`src/rtl/reset_seq_pkg.sv`:
```
// Shared types and helpers for the staggered reset sequencer.
// Imported by the sequencer top and by the clock-enable divider.
package reset_seq_pkg;

  typedef enum logic [1:0] {
    S_HOLD    = 2'd0,
    S_STAGGER = 2'd1,
    S_RUN     = 2'd2
  } seq_state_t;

  // Bits needed for a counter that runs 0..n-1 (never less than one bit).
  function automatic int unsigned width_for(input int unsigned n);
    return (n <= 2) ? 1 : $clog2(n);
  endfunction

endpackage

```
`src/rtl/clk_enable_divider.sv`:
```
// Free-running clock-enable generator: one-cycle pulse every CLK_DIV clocks.
// Only the hard reset clears it, so its phase survives soft restarts.
module clk_enable_divider
  import reset_seq_pkg::*;
#(
  parameter int CLK_DIV = 2
) (
  input  logic clk,
  input  logic reset,
  output logic clk_en_o
);

  localparam int DW = width_for(CLK_DIV);
  localparam logic [DW-1:0] LAST = DW'(CLK_DIV - 1);

  logic [DW-1:0] dcnt_reg;

  always_ff @(posedge clk) begin
    if (reset) begin
      dcnt_reg <= '0;
      clk_en_o <= 1'b0;
    end else begin
      clk_en_o <= (dcnt_reg == LAST);
      dcnt_reg <= (dcnt_reg == LAST) ? '0 : dcnt_reg + 1'b1;
    end
  end

endmodule

```
`src/rtl/reset_sequencer.sv`:
```
// Multi-domain reset sequencer: holds all domains for CYCLES clocks, then releases
// them in index order STAGGER clocks apart. Outputs are registered behind the FSM.
module reset_sequencer
  import reset_seq_pkg::*;
#(
  parameter int NUM_DOMAINS = 4,
  parameter int CYCLES      = 20,
  parameter int STAGGER     = 4,
  parameter int CNT_WIDTH   = 16,
  parameter int CLK_DIV     = 2
) (
  input  logic                   clk,
  input  logic                   reset,
  input  logic                   soft_reset_req,
  input  logic [NUM_DOMAINS-1:0] domain_hold,
  output logic [NUM_DOMAINS-1:0] reset_o,
  output logic                   clk_en_o,
  output logic                   all_released_o,
  output logic                   busy_o
);

  localparam int IW = width_for(NUM_DOMAINS);
  localparam logic [CNT_WIDTH-1:0] HOLD_LAST    = CNT_WIDTH'(CYCLES - 1);
  localparam logic [CNT_WIDTH-1:0] STAGGER_LAST = CNT_WIDTH'(STAGGER - 1);
  localparam logic [IW-1:0]        IDX_LAST     = IW'(NUM_DOMAINS - 1);
  localparam bit RELEASE_ALL = (STAGGER == 0) || (NUM_DOMAINS == 1);

  if (CYCLES < 1) begin : g_bad_cycles
    $error("reset_sequencer: CYCLES must be at least 1");
  end
  if (CLK_DIV < 1) begin : g_bad_clk_div
    $error("reset_sequencer: CLK_DIV must be at least 1");
  end
  if (NUM_DOMAINS < 1) begin : g_bad_domains
    $error("reset_sequencer: NUM_DOMAINS must be at least 1");
  end
  if ((longint'(CYCLES) + longint'(NUM_DOMAINS - 1) * longint'(STAGGER))
      >= (longint'(1) << CNT_WIDTH)) begin : g_bad_cnt_width
    $error("reset_sequencer: CNT_WIDTH too small for CYCLES and STAGGER");
  end

  seq_state_t             state_reg;
  logic [CNT_WIDTH-1:0]   cnt_reg;
  logic [IW-1:0]          idx_reg;
  logic [IW-1:0]          idx_inc;
  logic [NUM_DOMAINS-1:0] seq_rst_reg;
  logic [NUM_DOMAINS-1:0] rst_next;

  assign idx_inc = idx_reg + 1'b1;

  for (genvar gi = 0; gi < NUM_DOMAINS; gi++) begin : g_domain
    assign rst_next[gi] = seq_rst_reg[gi] | domain_hold[gi];
  end

  always_ff @(posedge clk) begin
    if (reset) begin
      state_reg      <= S_HOLD;
      cnt_reg        <= '0;
      idx_reg        <= '0;
      seq_rst_reg    <= '1;
      reset_o        <= '1;
      all_released_o <= 1'b0;
      busy_o         <= 1'b1;
    end else begin
      // Status follows the FSM one clock late so it lines up with reset_o.
      reset_o        <= rst_next;
      all_released_o <= (state_reg == S_RUN);
      busy_o         <= (state_reg != S_RUN);

      if (soft_reset_req) begin
        state_reg   <= S_HOLD;
        cnt_reg     <= '0;
        idx_reg     <= '0;
        seq_rst_reg <= '1;
      end else begin
        case (state_reg)
          S_HOLD: begin
            if (cnt_reg == HOLD_LAST) begin
              cnt_reg <= '0;
              idx_reg <= '0;
              if (RELEASE_ALL) begin
                seq_rst_reg <= '0;
                state_reg   <= S_RUN;
              end else begin
                seq_rst_reg[0] <= 1'b0;
                state_reg      <= S_STAGGER;
              end
            end else if (cnt_reg != '1) begin
              cnt_reg <= cnt_reg + 1'b1;
            end
          end
          S_STAGGER: begin
            if (STAGGER == 0 || cnt_reg == STAGGER_LAST) begin
              seq_rst_reg[idx_inc] <= 1'b0;
              idx_reg              <= idx_inc;
              cnt_reg              <= '0;
              if (idx_inc == IDX_LAST) state_reg <= S_RUN;
            end else if (cnt_reg != '1) begin
              cnt_reg <= cnt_reg + 1'b1;
            end
          end
          S_RUN: begin
            seq_rst_reg <= '0;
          end
          default: state_reg <= S_HOLD;
        endcase
      end
    end
  end

  clk_enable_divider #(
    .CLK_DIV (CLK_DIV)
  ) u_divider (
    .clk      (clk),
    .reset    (reset),
    .clk_en_o (clk_en_o)
  );

endmodule

```
`config.mk`:
```
export PLATFORM = sky130hd
export DESIGN_NAME = reset_sequencer
export DESIGN_NICKNAME = d
export VERILOG_FILES = /design/src/rtl/reset_seq_pkg.sv /design/src/rtl/clk_enable_divider.sv /design/src/rtl/reset_sequencer.sv
export SDC_FILE = /design/constraint.sdc
export NUM_CORES = 1
export LEC_CHECK = 0
export BUFFER_PORTS_ARGS = -buffer_cell sky130_fd_sc_hd__buf_2
export CAP_MARGIN = 20
export CORE_UTILIZATION = 61
export CTS_BUF_LIST = sky130_fd_sc_hd__clkbuf_8
export CTS_CLUSTER_DIAMETER = 200
export DETAILED_ROUTE_END_ITERATION = 16
export GPL_ROUTABILITY_DRIVEN = 0
export PLACE_DENSITY = 0.8
export SKIP_LAST_GASP = 1
export SLEW_MARGIN = 20
export SYNTH_ARGS = -nofsm -noshare
export SYNTH_HDL_FRONTEND = slang
export SYNTH_SLANG_ARGS = --single-unit
```
`constraint.sdc`:
```
create_clock -name clk -period 2 [get_ports clk]
set_input_delay 0.3 -clock clk [delete_from_list [all_inputs] [get_ports clk]]
set_output_delay 0.3 -clock clk [all_outputs]
set_load 0.02 [all_outputs]
```
# --- After elaboration in Yosys (flattened, before gate mapping) ---
# Index checks and enable logic that the tools add are counted.
word_totals:
  ff_bits: 32
  latchBits: 0
  inputBits: 7
  mem_bits_rw: 0
  n_memories: 0
  output_inout_bits: 7
  mem_bits_ro: 0
classes:
  multipliers: 0
  magnitude_cmp: 2
  n_eq_ne: 10
  bitwise: 7
  reduce_logical: 11
  n_shift: 0
  addsub: 3
  n_div: 0
  muxes: 17
op_table:
  columns: ["cell", "count"]
  rows:
  - ["16-bit two-way mux", 3]
  - ["16-bit one-hot mux with 2 select lines", 1]
  - ["16-bit by 1-bit adder with 16-bit output (second input constant)", 1]
  - ["16-bit by 2-bit equality test with 1-bit output (second input constant)", 1]
  - ["16-bit by 5-bit equality test with 1-bit output (second input constant)", 1]
  - ["16-bit != test (second input constant)", 1]
  - ["2-bit two-way mux", 5]
  - ["2-bit != test (second input constant)", 4]
  - ["2-bit one-hot mux with 3 select lines", 1]
  - ["3-bit one-hot mux with 2 select lines", 1]
  - ["3-bit AND reduction", 2]
  - ["4-bit AND", 1]
  - ["2-bit equality test (second input constant)", 2]
  - ["4-bit two-way mux", 1]
  - ["4-bit inverter", 1]
  - ["1-bit OR", 4]
  - ["2-bit one-hot mux with 2 select lines", 1]
  - ["4-bit AND reduction", 1]
  - ["2-bit nonzero test", 2]
  - ["2-bit OR reduction", 2]
  - ["2-bit by 3-bit less-than comparator with 1-bit output (second input constant)", 1]
  - ["1-bit one-hot mux with 3 select lines", 1]
  - ["3-bit nonzero test", 1]
  - ["2-bit by 1-bit adder with 2-bit output (second input constant)", 1]
  - ["9 further kinds", 10]

# --- Longest topological paths before layout ---
# Gate-level depths: netlist of the first run.
depth:
  word_depth: 9
  mapped_depth: 6

# --- By module ---
# From an unflattened synthesis of the first run, not the netlist that was laid out.
unflattened:
  cells_unflattened: 179
  area_unflattened_um2: 1567.8
modules_own_cells:
  columns: ["mod", "cells_per_inst", "instances", "area_per_inst_um2", "seq_area_each_um2"]
  rows:
  - ["reset_sequencer", 175, 1, 1510.2, 600.6]
  - ["clk_enable_divider", 4, 1, 57.6, 40.0]

# --- Worst setup path after synthesis of the first run ---
# Ideal clock, no wire load.
synth_timing:
  path_type: "register to register"
  from: "reg cnt_reg[0]"
  to: "reg cnt_reg[7]"
  synth_period_minus_slack_ps: 1691
  setup_ps: 128
  arrival_ps: 1564
  path_stages_with_launch: 7
  path_buffers: 1
  slack_ps: 309
  path_cell_list: "dfxtp_1 -> ha_1 -> nor4b_1 -> nand4_1 -> o21ai_1 -> buf_4 -> a211oi_1"
synth_via:
  elab_chain_len: 4
  word_cells_on_any_way: 8
synth_lines:
  columns: ["element", "line_no", "source"]
  rows:
  - ["start: declaration", "reset_sequencer.sv:43", "logic [CNT_WIDTH-1:0] cnt_reg;"]
  - ["start signal: assignment", "reset_sequencer.sv:89", "cnt_reg <= cnt_reg + 1'b1;"]
  - ["start signal: assignment", "reset_sequencer.sv:99", "cnt_reg <= cnt_reg + 1'b1;"]
  - ["16-bit by 1-bit adder with 16-bit output / 16-bit != test (equally long branches)", null, null]
  - ["16-bit two-way mux", "reset_sequencer.sv:88, reset_sequencer.sv:98", null]
  - ["16-bit two-way mux (on tied branches)", "reset_sequencer.sv:93, reset_sequencer.sv:78", null]
  - ["16-bit one-hot mux with 2 select lines *", "reset_sequencer.sv:76", "case (state_reg)"]
# Mark *: on every way between the ends. The rest lies on a longest branch, timed or not.
# A chain may end at the register's enable or synchronous reset.

# --- Worst setup path after layout of the first run ---
layout_timing:
  from: "reg cnt_reg[0]"
  to: "reg cnt_reg[15]"
# The elaborated chain is that of the path after synthesis.

==> flow_metrics.tcl, run 1 <==
set metrics [dict create \
    clkSlewWorstSetupHoldPaths_ps 70 \
    antenna_found_initial 0 \
    syn_area_per_cell_um2 8.68 \
    synth_ff_type "dfxtp_1" \
    drtPass1Iterations 5 \
    fin_ws_ps 141 \
    yosysTopAreaCell "dfxtp_1" \
    syn_inst 179 \
    cts_sinks 32 \
    start_kind "flop" \
    fmax_mhz 538 \
    die_width_um 52.5 \
    hold_ws_ps 194 \
    hpwl_mm 2.40 \
    ir_worst_vdd_mv 0.860 \
    grt_max_degree 13 \
    p_leak_nw 0.607 \
    layout_min_cycle_time_ps 1860 \
    cts_tree "yes" \
    synth_compound_area_frac 0.188 \
    ys_top_cells_by_area "dfxtp_1 (41%), ha_1 (4.0%), nor2_1 (3.6%)" \
    start_util 0.676 \
    ctsHoldBuffers 0 \
    yosysSeqAreaShare 0.412 \
    vias 1436 \
    drc 0 \
    finalSetupTns_ps 0 \
    r2r_cells 6 \
    ys_ff_latch 32 \
    ys_types 45 \
    h-tree-depth 2 \
    clk-insertion-delay-late_ps 280 \
    synth_nets 191 \
    hp-start "domain_hold[1]" \
    dp_slack_ps 146 \
    wire_per_inst_um 14.6 \
    met2WireLength_mm 1.62 \
    met1_length_mm 1.47 \
    regArea_um2 642 \
    worstMarginPinSlew_ps 628 \
    synthArstFlopShare 0 \
    synthMuxAreaShare 0.0322 \
    hold_class "in -> reg" \
    synth_commonest_cells "dfxtp_1 (32), nor2_1 (15), a21oi_1 (11)" \
    die_height_um 52.5 \
    grt_pass1_wl_mm 5.28 \
    place.port_buffers 13 \
    drt_iter0_markers 56 \
    io_pins 14 \
    largest_reg_flops 16 \
    slew_viol_final 0 \
    slew_headroom 0.578 \
    synth_top_family_by_area "simple AND/OR/NAND/NOR gates" \
    p_total_mw 1.27 \
    fp-row-count 17 \
    core_area_mm2 0.00230 \
    timing.rr.end "cnt_reg[15]" \
    drive_gt1_frac 0.193 \
    crit_arrival_ps 2020 \
    endpoint_kind "flop" \
    grt_pass1_vias 1205 \
    critical_path_class "reg -> reg" \
    hold_viol 0 \
    synthToLayoutAreaGrowth_pct 15.6 \
    synth-simple-area-share 0.283 \
    clockBufferDepth 2 \
    clk_root_buffer_cell "clkbuf_8" \
    synth_area_mm2 0.00155 \
    cap_viol_max_count 0 \
    dieArea_mm2 0.00275 \
    period_share 0.930 \
    synth_xor_area_frac 0.00564 \
    ff2ff_setup_slack_ps 140 \
    yosysMostFrequentCell "dfxtp_1" \
    hold_depth 2 \
    nets 213 \
    r2r_start "cnt_reg[0]" \
    grtUsageTotal 0.267 \
    antenna-diode-count 0 \
    avgViaCountPerCell 6.24 \
    ant_nets 0 \
    cp.required_ps 2170 \
    grt.overflow.total 0 \
    synth_edf_count 0 \
    netlist.area_leader.share 0.412 \
    multi_input_area_um2 853 \
    crit_fanout 8 \
    dr.max_layer_used "met4" \
    wl_met3_um 231 \
    status "completed" \
    cts_buffers 5 \
    finalSetupViolCount 0 \
    synthAdderAreaFrac 0.0403 \
    fill_cells 173 \
    worst_clock_skew_ps 7.08 \
    power.density_mw_per_mm2 707 \
    synth_warnings 0 \
    holdPathEnd "reset_o[1]" \
    wl_mm 3.36 \
    rsz0062_at_grt "no" \
]
==> area by class of cell <==
class	count	area share
clock buffers	5	0.0383
clock inverters	3	0.0216
inverters	5	0.0104
multi-input cells	134	0.475
flip-flops and latches	32	0.357
well taps	28	0.0195
repair buffers	23	0.0780
==> cell usage in the layout (no fill, tap or decap), types with 2 or more instances in the layout <==
master / n
buf_2: 13
nor3b_1: 3
o21ai_0: 8
nand3_1: 10
a211oi_1: 5
clkbuf_8: 5
a21o_1: 2
or3_1: 5
nor2_1: 15
mux2i_1: 5
nor4b_1: 2
inv_1: 6
or2_2: 3
nand2b_1: 3
nand2_1: 9
a31oi_1: 5
a21oi_1: 11
ha_1: 5
a31o_2: 2
nor2b_1: 3
o31ai_1: 2
dfxtp_1: 31
nand4_1: 4
nor4_1: 5
o211ai_1: 2
o41ai_1: 2
buf_4: 10
nor3_1: 7
==> worst max-delay path, cell delays in order (launching register included) <==
cell	delay [ps]
dfxtp_2	380
ha_1	210
nand4_1	280
nor3_2	300
buf_4	200
a22oi_1	90
o41ai_1	290
==> worst max-delay path by stage <==
stage	start	to	depth (start not counted)
6_report	cnt_reg[0]	cnt_reg[15]	6
4_1_cts	cnt_reg[0]	idx_reg[0]	6
3_5_place_dp	cnt_reg[0]	idx_reg[0]	6
2_1_floorplan	cnt_reg[0]	cnt_reg[7]	6
3_3_place_gp	cnt_reg[0]	cnt_reg[14]	5
5_1_grt	cnt_reg[0]	cnt_reg[15]	6
==> cell families (layout without fill, tap and decap cells) <==
| kind of cell | count (synthesis) | in the layout |
|---|---|---|
| multiplexers | 5 | 5 |
| buffers and inverters | 13 | 36 |
| XOR/XNOR | 1 | 1 |
| AND/OR/NAND/NOR | 78 | 78 |
| AO/OA/AOI/OAI | 45 | 45 |
| flip-flops | 32 | 32 |
| adder cells (fa/ha/maj) | 5 | 5 |
==> metrics by stage <==
step | instance area, µm² | instances | util
final | 1800 | 230 | 0.782
after floorplan | 1550 | 179 | -
after detailed placement | 1680 | 221 | 0.731
after CTS | 1790 | 229 | 0.778
after global routing | 1800 | 230 | 0.782
after global placement | 1680 | 221 | 0.731
==> routing by layer <==
| metal | up-vias | track usage |
|---|---|---|
| li1 | 716 | - |
| met1 | 654 | 0.328 |
| met2 | 59 | 0.439 |
| met3 | 7 | 0.0812 |
| met4 | 0 | 0.0921 |
| met5 | - | 0 |
==> report_power, final <==
group          internal [mW]  leakage (nW)  switching, mW
Sequential             0.642         0.259        0.00354
Clock                  0.364        0.0593          0.224
Combinational         0.0153         0.289         0.0212
Total                   1.02         0.607          0.248
==> timing repair <==
action | in CTS | in global routing
buffers inserted | 0 | 1
resized for setup | 0 | 1
endpoints found under the hold margin | 0 | 0
setup endpoints to repair | 0 | 1
Power figures use the tool's default switching activity.
==> inputs of run 2 (changes only) <==
--- a/config.mk
+++ b/config.mk
@@ -13,6 +13,7 @@
 export DETAILED_ROUTE_END_ITERATION = 16
 export GPL_ROUTABILITY_DRIVEN = 0
 export PLACE_DENSITY = 0.8
+export RECOVER_POWER = 25
 export SKIP_LAST_GASP = 1
 export SLEW_MARGIN = 20
 export SYNTH_ARGS = -nofsm -noshare
==> flow_metrics.tcl, run 2 (synthesized netlist as in run 1, its figures left out) <==
set metrics [dict create \
    status "completed" \
    cap_viol_max_count 0 \
    critical-path-max-stage-delay_ps 380 \
    h-tree-depth 2 \
    place_area_mm2 0.00168 \
    cp.required_ps 2170 \
    grtUsageTotal 0.267 \
    cp_slowest_cell "dfxtp_2" \
    clk_root_buffer_cell "clkbuf_8" \
    hpwl_mm 2.40 \
    drive_gt1_frac 0.178 \
    nets 213 \
    ant_nets 0 \
    finalSetupTns_ps 0 \
    final_common_cell "dfxtp_1" \
    drt_iter0_markers 56 \
    worstMarginPinSlew_ps 623 \
    hold_class "in -> reg" \
    place.port_buffers 13 \
    cts_buffers 5 \
    critical_path_class "reg -> reg" \
    slew_headroom 0.581 \
    drtPass1Iterations 4 \
    p_leak_nw 0.604 \
    period_share 0.927 \
    rsz0062_at_grt "no" \
    path_buf_inv 1 \
    antenna_found_initial 0 \
    crit_path_cell_trace "ha_1 > nand4_1 > nor3_2 > buf_4 > a22oi_1 > o41ai_1" \
    largest_reg_flops 16 \
    avgViaCountPerCell 6.26 \
    fmax_mhz 539 \
    clockBufferDepth 2 \
    core_area_mm2 0.00230 \
    start_kind "flop" \
    power.density_mw_per_mm2 708 \
    crit_fanout 8 \
    grt_max_degree 13 \
    worst_clock_skew_ps 7.08 \
    wire_per_inst_um 14.6 \
    io_pins 14 \
    cts_tree "yes" \
    final_area_mm2 0.00179 \
    fp-row-count 17 \
    cts_sinks 32 \
    endpoint_kind "flop" \
    clk-insertion-delay-late_ps 280 \
    grt_pass1_vias 1205 \
    hold_viol 0 \
    die_width_um 52.5 \
    wl_mm 3.36 \
    grt_pass1_wl_mm 5.28 \
    antenna-diode-count 0 \
    layout_min_cycle_time_ps 1850 \
    ctsHoldBuffers 0 \
    slew_viol_final 0 \
    synthToLayoutAreaGrowth_pct 15.4 \
    dieArea_mm2 0.00275 \
    die_height_um 52.5 \
    finalSetupViolCount 0 \
    clkSlewWorstSetupHoldPaths_ps 70 \
    final_cell_mix "dfxtp_1 (31), nor2_1 (15), a21oi_1 (11)" \
    start_util 0.676 \
    drc 0 \
    critPathTopFamily "simple AND/OR/NAND/NOR gates" \
    crit_arrival_ps 2020 \
    grt.overflow.total 0 \
    ir_worst_vdd_mv 0.860 \
    fill_cells 175 \
    vias 1439 \
]
-- run 2: cell count changes in the layout (fill, tap and decap cells not counted), sizes merged --
cell    change
clkbuf      +3
buf         -3
-- run 2: area by class of cell --
cell class | instances | area (µm²) | share of cell area
repair buffers | 23 | 136 | 0.0761
multi-input cells | 134 | 853 | 0.476
well taps | 28 | 35.0 | 0.0195
clock buffers | 5 | 68.8 | 0.0384
clock inverters | 3 | 38.8 | 0.0216
inverters | 5 | 18.8 | 0.0105
flip-flops and latches | 32 | 642 | 0.358
-- run 2: worst reg2reg max path: stages, from the launching register on --
cell and delay, ps:
dfxtp_2 380, ha_1 210, nand4_1 280, nor3_2 300, buf_4 200, a22oi_1 100
o41ai_1 290
-- run 2: per-stage QoR --
| step | std cells | utilization | setup slack [ps] | total power, mW | hold WS, ps |
|---|---|---|---|---|---|
| finish | 230 | 0.781 | 146 | 1.27 | 194 |
| global route | 230 | 0.781 | 61.5 | 1.32 | 195 |
| CTS | 229 | 0.778 | 124 | 1.28 | 185 |
| detailed placement | 221 | 0.731 | 146 | 0.696 | 401 |
| global placement | 221 | 0.731 | 243 | 0.694 | 394 |
| floorplan | 179 | - | 309 | 0.679 | 367 |
-- run 2: what timing repair did --
action / in CTS / in global routing
resized for setup: 0 / 1
endpoints found under the setup margin: 0 / 1
setup buffers: 0 / 1
endpoints found under the hold margin: 0 / 0
-- run 2: path summary, 6_finish.rpt --
path / from / to / slack (ps) / cells past startpoint
max: cnt_reg[0] / cnt_reg[15] / 150 / 6
min: domain_hold[1] / reset_o[1] / 190 / 2
max reg2reg: cnt_reg[0] / cnt_reg[15] / 150 / 6
min reg2reg: u_divider.dcnt_reg / u_divider.dcnt_reg / 410 / 1
-- run 2: report_power, final --
group | internal, mW | total [mW] | leakage [nW] | switching (mW)
clock network | 0.364 | 0.587 | 0.0593 | 0.224
logic | 0.0153 | 0.0365 | 0.286 | 0.0212
registers | 0.642 | 0.646 | 0.259 | 0.00354
total | 1.02 | 1.27 | 0.604 | 0.248
-- run 2: layer usage --
| metal | up-vias | share of wire | global-route usage |
|---|---|---|---|
| met5 | - | 0 | 0 |
| met3 | 5 | 0.073 | 0.0812 |
| li1 | 718 | - | - |
| met2 | 58 | 0.48 | 0.439 |
| met1 | 658 | 0.44 | 0.328 |
| met4 | 0 | 0.010 | 0.0921 |
==> inputs of run 3 (changes only) <==
--- a/config.mk
+++ b/config.mk
@@ -5,6 +5,7 @@
 export SDC_FILE = /design/constraint.sdc
 export NUM_CORES = 1
 export LEC_CHECK = 0
+export ABC_AREA = 1
 export BUFFER_PORTS_ARGS = -buffer_cell sky130_fd_sc_hd__buf_2
 export CAP_MARGIN = 20
 export CORE_UTILIZATION = 61
==> flow_metrics.tcl, run 3 <==
set metrics [dict create \
    status "completed" \
    rsz0062_at_grt "no" \
    slew_viol_final 0 \
    p_total_mw 1.29 \
    ctsHoldBuffers 0 \
    yosysMostFrequentCell "nand2_1" \
    r2r_cells 9 \
    ir_worst_vdd_mv 0.687 \
    period_share 0.812 \
    syn_inst 262 \
    drt_iter0_markers 51 \
    dp_slack_ps 412 \
    p_comb_frac 0.023 \
    drive_gt1_frac 0.138 \
    start_kind "flop" \
    hold_ws_ps 182 \
    clk-insertion-delay-late_ps 290 \
    grt_pass1_wl_mm 5.74 \
    crit_arrival_ps 1790 \
    synth_warnings 0 \
    cp_slowest_cell "dfxtp_1" \
    die_width_um 55.1 \
    hpwl_mm 2.64 \
    path_buf_inv 1 \
    start_util 0.671 \
    die_height_um 55.1 \
    critPathTopFamily "simple AND/OR/NAND/NOR gates" \
    ant_nets 0 \
    power.density_mw_per_mm2 665 \
    placed_cells 305 \
    syn_area_per_cell_um2 6.57 \
    final_cell_mix "nand2_1 (76), nor2_1 (41), inv_1 (32), dfxtp_1 (32), nand3_1 (23)" \
    fmax_mhz 616 \
    fill_cells 209 \
    hold_class "in -> reg" \
    wl_mm 3.50 \
    synth_commonest_cells "nand2_1 (76), nor2_1 (41), dfxtp_1 (32), inv_1 (32), nand3_1 (23)" \
    place.port_buffers 13 \
    critical-path-max-stage-delay_ps 390 \
    yosysTopAreaCell "dfxtp_1" \
    p_seq_frac 0.499 \
    cts_tree "yes" \
    finalSetupTns_ps 0 \
    switchingPower_uw 270 \
    ys_top_cells_by_area "dfxtp_1 (37%), nand2_1 (17%), nor2_1 (8.9%)" \
    h-tree-depth 2 \
    worst_clock_skew_ps 6.49 \
    crit_top_cell "nand2_4" \
    crit_path_cell_trace "ha_1 > nand3_1 > inv_1 > nand2_4 > nor2_8 > nand2_4 > nand2_2 > xor2_1 > nor2_1" \
    hold_viol 0 \
    endpoint_kind "flop" \
    drtPass1Iterations 4 \
    regArea_um2 641 \
    post_cts_resized 0 \
    synth_edf_count 0 \
    vias 1578 \
    avgViaCountPerCell 5.04 \
    grt_pass1_vias 1308 \
    dieArea_mm2 0.00304 \
    cap_viol_max_count 0 \
    antenna_found_initial 0 \
    cp.depth 9 \
    crit_fanout 10 \
    intPower_mw 1.02 \
    slew_headroom 0.721 \
    critical_path_class "reg -> reg" \
    layout_min_cycle_time_ps 1620 \
    core_area_mm2 0.00257 \
    final_common_cell "nand2_1" \
    pwr-share-clk 0.478 \
    fin_ws_ps 376 \
    synth_area_mm2 0.00172 \
    yosysSeqAreaShare 0.372 \
    fp-row-count 18 \
    nets 294 \
    post-route-util 0.755 \
    finalSetupViolCount 0 \
    synthToLayoutAreaGrowth_pct 12.6 \
    grt.overflow.total 0 \
    largest_reg_flops 16 \
    post_cts_buffers 0 \
    cts_buffers 5 \
    grt_max_degree 16 \
    drc 0 \
    netlist.area_leader.share 0.372 \
    wire_per_inst_um 11.2 \
    synthArstFlopShare 0 \
    synth_ff_type "dfxtp_1" \
    switching_share 0.209 \
    clk_root_buffer_cell "clkbuf_8" \
    io_pins 14 \
    layout.cells.non_filler 313 \
    ys_types 25 \
    antenna-diode-count 0 \
    cp.required_ps 2160 \
    hold_depth 3 \
    p_leak_nw 0.913 \
    ys_ff_latch 32 \
    place_area_mm2 0.00183 \
    cts_sinks 32 \
    clkSlewWorstSetupHoldPaths_ps 70 \
    final_area_mm2 0.00194 \
    worstMarginPinSlew_ps 416 \
    synth_nets 274 \
    grtUsageTotal 0.275 \
    clockBufferDepth 2 \
    multi_input_area_um2 933 \
]
-- run 3: layout make-up --
cell class	count	share of cell area
tap	30	0.0194
clock inverter	3	0.0219
timing repair buffer	16	0.0439
sequential	32	0.330
multi-input combinational	192	0.481
clock buffer	5	0.0355
inverter	35	0.0677
-- run 3: final timing paths --
check                startpoint  slack [ps]                 end
max                  cnt_reg[0]         380          cnt_reg[8]
min              domain_hold[3]         180          reset_o[3]
max reg2reg          cnt_reg[0]         380          cnt_reg[8]
min reg2reg  u_divider.dcnt_reg         420  u_divider.dcnt_reg
-- run 3: kinds of logic (layout without fill, tap and decap cells) --
| kind of cell | Yosys count | after routing | synth area share |
|---|---|---|---|
| simple gates | 163 | 163 | 0.425 |
| buf+inv | 38 | 59 | 0.0858 |
| flops | 32 | 32 | 0.372 |
| compound gates | 19 | 19 | 0.0552 |
| fa+ha+maj | 5 | 5 | 0.0363 |
| xor+xnor | 5 | 5 | 0.0254 |
-- run 3: metal layers --
| metal | share of wire | vias to the layer above | track usage | wire length [µm] |
|---|---|---|---|---|
| li1 | - | 850 | - | - |
| met1 | 0.52 | 691 | 0.372 | 1830 |
| met2 | 0.41 | 29 | 0.394 | 1430 |
| met3 | 0.048 | 8 | 0.0902 | 168 |
| met4 | 0.021 | 0 | 0.121 | 72 |
| met5 | 0 | - | 0 | 0 |
-- run 3: worst register-to-register path: cells and delay by family (launching register included) --
family | cells | cell delay, ps
xor+xnor | 1 | 170
buf+inv | 1 | 150
fa+ha+maj | 1 | 240
flops | 1 | 390
simple gates | 6 | 550
-- run 3: power groups by stage --
stage	Clock, mW	Combinational, mW	Sequential, mW
after CTS	0.627	0.0294	0.644
after floorplan	0	0.0148	0.660
final	0.617	0.0290	0.644
after detailed placement	0	0.0292	0.659
after global placement	0	0.0293	0.659
after global routing	0.654	0.0335	0.645
